==> config.mk <==
export PLATFORM = sky130hd
export DESIGN_NAME = dual_fetch_queue
export DESIGN_NICKNAME = d
export VERILOG_FILES = /design/src/rtl/mips_fetch_pkg.sv /design/src/rtl/fetchq_ram.sv /design/src/rtl/dual_fetch_queue.sv
export SDC_FILE = /design/constraint.sdc
export NUM_CORES = 1
export LEC_CHECK = 0
export ABC_AREA = 1
export CAP_MARGIN = 0
export CORE_MARGIN = 1
export CORE_UTILIZATION = 35
export DETAILED_ROUTE_END_ITERATION = 6
export GPL_TIMING_DRIVEN = 0
export PLACE_DENSITY_LB_ADDON = 0.1
export SLEW_MARGIN = 10
export SYNTH_ARGS = -nofsm -noshare
export SYNTH_HDL_FRONTEND = slang
export SYNTH_SLANG_ARGS = --single-unit
==> constraint.sdc <==
create_clock -name clk -period 4.3 [get_ports clk]
set_input_delay 1.075 -clock clk [delete_from_list [all_inputs] [get_ports clk]]
set_output_delay 1.075 -clock clk [all_outputs]
set_load 0.01 [all_outputs]
==> src/rtl/mips_fetch_pkg.sv <==
// Shared constants and helpers for the dual-issue instruction fetch path.
package mips_fetch_pkg;

    localparam logic [31:0] NOP_INSTR   = 32'h0000_0000;
    localparam int unsigned FETCH_BYTES = 8;

    function automatic int unsigned clog2(input int unsigned value);
        int unsigned width;
        width = 0;
        while ((32'd1 << width) < value) begin
            width++;
        end
        return width;
    endfunction

endpackage

==> src/rtl/fetchq_ram.sv <==
// Fetch queue storage: two adjacent write ports at tail and two adjacent
// combinational read ports at head, all indices wrapping modulo DEPTH.
module fetchq_ram
    import mips_fetch_pkg::*;
#(
    parameter int unsigned DEPTH = 8,
    parameter int unsigned IDX_W = clog2(DEPTH)
) (
    input  logic             i_clk,
    input  logic             i_we0,
    input  logic             i_we1,
    input  logic [IDX_W-1:0] i_waddr,
    input  logic [31:0]      i_wdata0,
    input  logic [31:0]      i_wdata1,
    input  logic [IDX_W-1:0] i_raddr,
    output logic [31:0]      o_rdata0,
    output logic [31:0]      o_rdata1
);

    logic [31:0]      r_mem [DEPTH];
    logic [IDX_W-1:0] w_waddr1;
    logic [IDX_W-1:0] w_raddr1;

    assign w_waddr1 = i_waddr + IDX_W'(1);
    assign w_raddr1 = i_raddr + IDX_W'(1);

    always_ff @(posedge i_clk) begin
        if (i_we0) begin
            r_mem[i_waddr] <= i_wdata0;
        end
        if (i_we1) begin
            r_mem[w_waddr1] <= i_wdata1;
        end
    end

    assign o_rdata0 = r_mem[i_raddr];
    assign o_rdata1 = r_mem[w_raddr1];

endmodule

==> src/rtl/dual_fetch_queue.sv <==
// Instruction fetch buffer for the dual-issue core: issues 8-byte fetches,
// queues returned word pairs and presents the two oldest words to decode.
module dual_fetch_queue
    import mips_fetch_pkg::*;
#(
    parameter int unsigned DEPTH    = 8,
    parameter int unsigned MAX_OUT  = 2,
    parameter logic [31:0] RESET_PC = 32'h0000_0000
) (
    input  logic        clk,
    input  logic        reset,
    output logic        fetch_req,
    output logic [31:0] fetch_addr,
    input  logic        fetch_valid,
    input  logic [31:0] fetch_data0,
    input  logic [31:0] fetch_data1,
    output logic [31:0] pc,
    output logic [31:0] instr,
    output logic [31:0] instr2,
    output logic [1:0]  avail,
    input  logic [1:0]  deq,
    input  logic        redirect,
    input  logic [31:0] redirect_pc
);

    localparam int unsigned IDX_W = clog2(DEPTH);
    localparam int unsigned CNT_W = IDX_W + 1;

    logic [IDX_W-1:0] r_head;
    logic [IDX_W-1:0] r_tail;
    logic [CNT_W-1:0] r_count;
    logic [1:0]       r_outstanding;
    logic [1:0]       r_discard;
    logic [31:0]      r_fetch_addr;
    logic             r_skip_first;
    logic [31:0]      r_pc;

    logic [IDX_W-1:0] w_head_nxt;
    logic [IDX_W-1:0] w_tail_nxt;
    logic [CNT_W-1:0] w_count_nxt;
    logic [1:0]       w_outstanding_nxt;
    logic [1:0]       w_discard_nxt;
    logic [31:0]      w_fetch_addr_nxt;
    logic             w_skip_first_nxt;
    logic [31:0]      w_pc_nxt;

    logic [1:0]       w_avail;
    logic [1:0]       w_deq_eff;
    logic [1:0]       w_enq;
    logic             w_space_ok;
    logic             w_accept;
    logic             w_we1;
    logic [31:0]      w_wdata0;
    logic [31:0]      w_rdata0;
    logic [31:0]      w_rdata1;
    logic             w_unused;

    assign w_unused = ^redirect_pc[1:0];

    // Space check reserves two slots for every in-flight fetch, including
    // ones that will be discarded, so the queue can never overflow.
    assign w_space_ok = (32'(r_count) + 2 * 32'(r_outstanding) + 2) <= DEPTH;
    assign fetch_req  = !reset && !redirect && (32'(r_outstanding) < MAX_OUT) && w_space_ok;
    assign fetch_addr = r_fetch_addr;

    assign w_avail   = (r_count >= CNT_W'(2)) ? 2'd2 : r_count[1:0];
    assign w_deq_eff = (deq > w_avail) ? w_avail : deq;

    assign w_accept = fetch_valid && (r_discard == 2'd0) && !redirect;
    assign w_enq    = !w_accept ? 2'd0 : (r_skip_first ? 2'd1 : 2'd2);
    assign w_we1    = w_accept && !r_skip_first;
    assign w_wdata0 = r_skip_first ? fetch_data1 : fetch_data0;

    always_comb begin
        w_head_nxt        = r_head;
        w_tail_nxt        = r_tail;
        w_count_nxt       = r_count;
        w_discard_nxt     = r_discard;
        w_fetch_addr_nxt  = r_fetch_addr;
        w_skip_first_nxt  = r_skip_first;
        w_pc_nxt          = r_pc;
        // Counts every in-flight request, discarded or not.
        w_outstanding_nxt = r_outstanding + {1'b0, fetch_req} - {1'b0, fetch_valid};

        if (redirect) begin
            w_head_nxt       = r_tail;
            w_count_nxt      = '0;
            w_discard_nxt    = r_outstanding - {1'b0, fetch_valid};
            w_pc_nxt         = redirect_pc;
            w_fetch_addr_nxt = {redirect_pc[31:3], 3'b000};
            w_skip_first_nxt = redirect_pc[2];
        end else begin
            if (fetch_req) begin
                w_fetch_addr_nxt = r_fetch_addr + 32'(FETCH_BYTES);
            end
            if (fetch_valid && (r_discard != 2'd0)) begin
                w_discard_nxt = r_discard - 2'd1;
            end
            if (w_accept) begin
                w_tail_nxt       = r_tail + IDX_W'(w_enq);
                w_skip_first_nxt = 1'b0;
            end
            w_head_nxt  = r_head + IDX_W'(w_deq_eff);
            w_count_nxt = r_count + CNT_W'(w_enq) - CNT_W'(w_deq_eff);
            w_pc_nxt    = r_pc + {28'b0, w_deq_eff, 2'b00};
        end
    end

    always_ff @(posedge clk or posedge reset) begin
        if (reset) begin
            r_head        <= '0;
            r_tail        <= '0;
            r_count       <= '0;
            r_outstanding <= '0;
            r_discard     <= '0;
            r_fetch_addr  <= {RESET_PC[31:3], 3'b000};
            r_skip_first  <= RESET_PC[2];
            r_pc          <= RESET_PC;
        end else begin
            r_head        <= w_head_nxt;
            r_tail        <= w_tail_nxt;
            r_count       <= w_count_nxt;
            r_outstanding <= w_outstanding_nxt;
            r_discard     <= w_discard_nxt;
            r_fetch_addr  <= w_fetch_addr_nxt;
            r_skip_first  <= w_skip_first_nxt;
            r_pc          <= w_pc_nxt;
        end
    end

    fetchq_ram #(
        .DEPTH (DEPTH),
        .IDX_W (IDX_W)
    ) u_ram (
        .i_clk    (clk),
        .i_we0    (w_accept),
        .i_we1    (w_we1),
        .i_waddr  (r_tail),
        .i_wdata0 (w_wdata0),
        .i_wdata1 (fetch_data1),
        .i_raddr  (r_head),
        .o_rdata0 (w_rdata0),
        .o_rdata1 (w_rdata1)
    );

    assign pc     = r_pc;
    assign avail  = w_avail;
    assign instr  = (r_count != '0) ? w_rdata0 : NOP_INSTR;
    assign instr2 = (r_count >= CNT_W'(2)) ? w_rdata1 : NOP_INSTR;

    a_count_bound: assert property (@(posedge clk) disable iff (reset) r_count <= CNT_W'(DEPTH));

endmodule

# Word-level counts from Yosys, hierarchy flattened
# Memories as Yosys holds them, arrays and structs flattened.
# Cells that the tools add are included.
# totals
ff_bits	79
latch_bits	0
ram_bits	256
rom_bits	0
out_inout_bits	131
word_cells	65
n_memories	1
# memory_table
name	depth	width	rd	rd_clocked_by_memory_dff	wr	line	text
u_ram.r_mem	8	32	2	0	2	fetchq_ram.sv:20	logic [31:0] r_mem [DEPTH];
# op_classes
add_sub_neg	14
n_mul	0
div_mod_pow	0
order_cmp	4
eq_ne	0
shifts	0
n_mux	20
n_bitwise	1
n_reduce_logical	17
# ops
operator	count
$mux W32	6
$add A32 B4 Y32	1
$add A32 B4 Y32 const B	1
$mux W2	6
$reduce_bool A2 Y1	4
$logic_and A1 B1 Y1	7
$add A3 B1 Y3 const B	2
$add A3 B2 Y3	2
$add A5 B2 Y6 const B	1
$le A6 B4 Y1 const B	1
$mux W1	6
$add A4 B3 Y5	1
$add A4 B2 Y4	1
$ge A4 B2 Y1 const B	1
$mux W4	1
$reduce_bool A4 Y1	1
$sub A2 B1 Y2	2
$sub A4 B2 Y4	1
$logic_not A1 Y1	3
$mux W3	1
$add A2 B1 Y2	1
$gt A2 B2 Y1	1
$logic_not A2 Y1	1
$lt A2 B2 Y1 const B	1
3 further kinds	3

# Logic depth before layout (Yosys ltp)
# depth
ltp_word	7
depth_mapped	26
ltp_nobuf	25

# Modules after synthesis
# From an unflattened synthesis, not the netlist that was laid out.
# hier_totals
cells_unflattened	3616
hier_area_um2	24145.7
# by_module_without_submodules
module	instances	cells_per_inst	area_each_um2	seq_area_each_um2
fetchq_ram	1	2682	18057.3	7687.4
dual_fetch_queue	1	934	6088.3	1901.8

# Least setup slack after synthesis
# OpenSTA, ideal clock, no wires.
# synth_timing
path_kind	in2reg
startpoint	input redirect
endpoint	memory u_ram.r_mem[2][0] (enable)
setup_ns	0.511
arrival_time_ns	4.778
path_slack_ns	-0.988
stages	4
path_buffers	1
cell_sequence	buf_2 > nor2_4 > inv_2 > o41ai_1
# synth_rtl
item	line	text
start, declared	dual_fetch_queue.sv:22	input logic redirect,
end, declared	fetchq_ram.sv:20	

# Worst setup path in the final report
# layout_timing
startpoint	register r_head[0]
endpoint	output instr2[28]
# layout_between
elab_chain_cells	3
# layout_lines
item	line	text
start, declared	dual_fetch_queue.sv:29	logic [IDX_W-1:0] r_head;
start signal, assigned	dual_fetch_queue.sv:120	r_head <= w_head_nxt;
$add A3 B1 Y3	fetchq_ram.sv:25	assign w_raddr1 = i_raddr + IDX_W'(1);
$mem_v2 Z8 W32	-	
$mux W32	dual_fetch_queue.sv:149	assign instr2 = (r_count >= CNT_W'(2)) ? w_rdata1 : NOP_INSTR;
end, declared	dual_fetch_queue.sv:19	output logic [31:0] instr2,
# Every way passes these cells.

==> qor.csv <==
metric,value,unit
status,finished with violations,
violations,"DRC, setup timing",
grt_max_degree,28,
synth-edff-count,256,
synth_ff_type,edfxtp_1,
clock_latency,0.59,ns
yosys.cell_types.count,47,
remaining_drc_errors,4,
routabilityCongestion,0.925,
port_buffers,196,
hpwl,63.6,mm
slew_viol_final,0,
antenna_found_initial,3,
ys_seq_area_share,46.6,%
fillCellCount,5725,
rows,88,
netlist_area,20600,um^2
dieWidth,244,um
final_common_cell,o21ai_0,
ios,233,
dr.pass1.iters,7,
clk_pin_slew,0.06,ns
pwr-share-comb,54.5,%
synthArstFlopShare,22.9,%
hold_viol,0,
clockBufferDepth,3,
grt_pass1_wl,130,mm
start_kind,flip-flop,
p_sw,8.00,mW
drive_above_1_share,11.0,%
syn_avg_cell_area,8.08,um^2
dr_total_vias,20900,
cts_buffers,42,
power,17.6,mW
drt_iter0_drc,2303,
track_usage,29.6,%
netSwitchingFraction,45.4,%
cp-end-kind,output port,
grt_pass1_vias,20100,
routedWlPerCell,25.1,um
coreArea,57900,um^2
worstPathMaxFanout,10,
via_per_inst,5.77,
root_buffer,clkbuf_16,
clkPwrFrac,22.1,%
die_h,244,um
fp.dieArea,59700,um^2
htreeDepth,2,
syn_to_final_growth,25.1,%
max_cap_violations,0,
setup_viol,1,
crit_arrival,3.23,ns
fin_area,25700,um^2
p_per_area,686,nW/um^2
power_frac_seq,23.4,%
clock-sinks,332,
mostFrequentLayoutCells,"488 x o21ai_0, 451 x nand2_1, 261 x a21oi_1",
fin_crit,4.31,ns
num-nets-final,2940,
skew,0.0375,ns
rsz0062_at_grt,no,
antenna_left,0,
power_leakage,9.64,nW
ys_ff_latch,332,
overflow,0,
cp_data_required_time,3.22,ns
dpl_cell_area,24000,um^2
max_slew_margin,34.7,%
vdd_drop_max,0.000430,V
pre_cts_ws,-0.325,ns
netlist_instances,2544,
critPathKind,flip-flop to output port,
layout_setup_ws,-0.00937,ns
ctsHoldBuffers,0,
cts_tree,yes,
hold_path_class,flip-flop to flip-flop,
finalSetupTns,-0.00937,ns
tightestPinTransition,0.968,ns
start_util,35.5,%
p_int,9.64,mW
period_share,100,%
fmax,0.232,GHz
ys_warn_count,0,
wirelength,90.8,mm
## state kept, by name, summed over array words and instances (netlist names)
register	flops
fetch_addr	29
pc	32
r_count	4
r_discard	2
r_head	3
r_outstanding	2
r_skip_first	1
r_tail	3
u_ram.r_mem	256
## power by group through the flow
stage | combinational (mW) | sequential (mW) | clock, mW
floorplan | 4.64 | 4.15 | 0
global placement | 8.85 | 4.21 | 0
detailed placement | 9.06 | 4.19 | 0
CTS | 9.32 | 4.14 | 3.90
global route | 10.2 | 4.17 | 4.01
finish | 9.62 | 4.14 | 3.89
## cells by family (layout without fill, tap and decap cells)
kind of cell | Yosys count | count (layout) | synth area share [%]
AO/OA/AOI/OAI | 909 | 909 | 23.2
XOR/XNOR | 34 | 34 | 1.45
adder cells (fa/ha/maj) | 25 | 25 | 1.74
buffers and inverters | 406 | 707 | 8.84
flip-flops | 332 | 332 | 46.6
multiplexers | 32 | 32 | 1.56
other | 1 | 5 | 0.0182
AND/OR/NAND/NOR | 805 | 805 | 16.6
## timing repair
item	CTS	global route
cloned	1	0
pin swaps	1	1
buffers inserted	1	2
resized for setup	81	26
endpoints found under the setup margin	69	59
## final timing paths
path,from,slack (ns),cells past startpoint,end
worst max-delay path,r_head[0],-0.009,7,instr2[28]
worst min-delay path,pc[1],0.48,2,pc[1]
worst max register to register,r_count[2],0.43,26,pc[26]
worst min register to register,pc[1],0.48,2,pc[1]
max in group asynchronous,reset,2.58,5,fetch_addr[26]
min in group asynchronous,reset,1.08,3,fetch_addr[22]
## cells in the mapped netlist, types with 5 or more instances
master    instances  area share, %
buf_4            25           0.91
a21oi_1         262            6.4
inv_2             6           0.11
o21ai_0         488             12
xor2_1           25            1.1
nand3_1          61            1.5
o21ai_1          57            1.4
xnor2_1           9           0.38
clkbuf_1         81            1.5
nor4_1            6           0.18
buf_2            75            1.8
inv_1           186            3.4
o211ai_1         43            1.6
nand4_1          19           0.58
buf_1            14           0.26
o22ai_1           8           0.24
nor2_1          191            3.5
nor3_1           57            1.4
ha_1             19            1.2
nor2_8            7           0.68
a31oi_1          34            1.0
buf_6            13           0.71
dfrtp_1          76            9.2
fa_1              6           0.58
o221ai_1          5           0.21
edfxtp_1        256             37
nand2_1         451            8.2
mux2i_1          32            1.6
## worst max-delay path, stage by stage (launching register included)
cell and delay [ns]:
dfrtp_2 0.50, ha_2 0.24, xnor2_2 0.21, inv_1 0.27, clkbuf_2 0.46, a21oi_1 0.11
nor3_2 0.29, clkdlybuf4s50_1 0.59
## stage by stage
stage | hold slack (ns) | instances | util, %
floorplan | 0.469 | 2546 | -
global placement | 0.471 | 3507 | 40.6
detailed placement | 0.468 | 3532 | 41.4
CTS | 0.485 | 3610 | 44.3
global route | 0.512 | 3612 | 44.4
finish | 0.480 | 3614 | 44.4
## per-layer routing
| layer | track usage (%) | share of wire (%) | vias to the layer above |
|---|---|---|---|
| li1 | - | - | 9374 |
| met1 | 38.4 | 40 | 10100 |
| met2 | 46.6 | 46 | 1190 |
| met3 | 6.62 | 10 | 236 |
| met4 | 13.9 | 4.3 | 4 |
| met5 | 0 | 0.036 | - |
## cell type report
cell class / instances / area [um^2] / share of cell area [%]
Buffer: 206 / 1200 / 4.66
Sequential cell: 332 / 9590 / 37.3
Multi-Input combinational cell: 1808 / 9360 / 36.4
Antenna cell: 2 / 5.00 / 0.0195
Clock buffer: 57 / 1230 / 4.80
Tap cell: 765 / 957 / 3.72
Clock inverter: 21 / 260 / 1.01
Timing Repair Buffer: 224 / 2360 / 9.16
Timing Repair inverter: 1 / 5.00 / 0.0195
Inverter: 198 / 762 / 2.96
No activity file was read; power rests on OpenSTA's default activity.
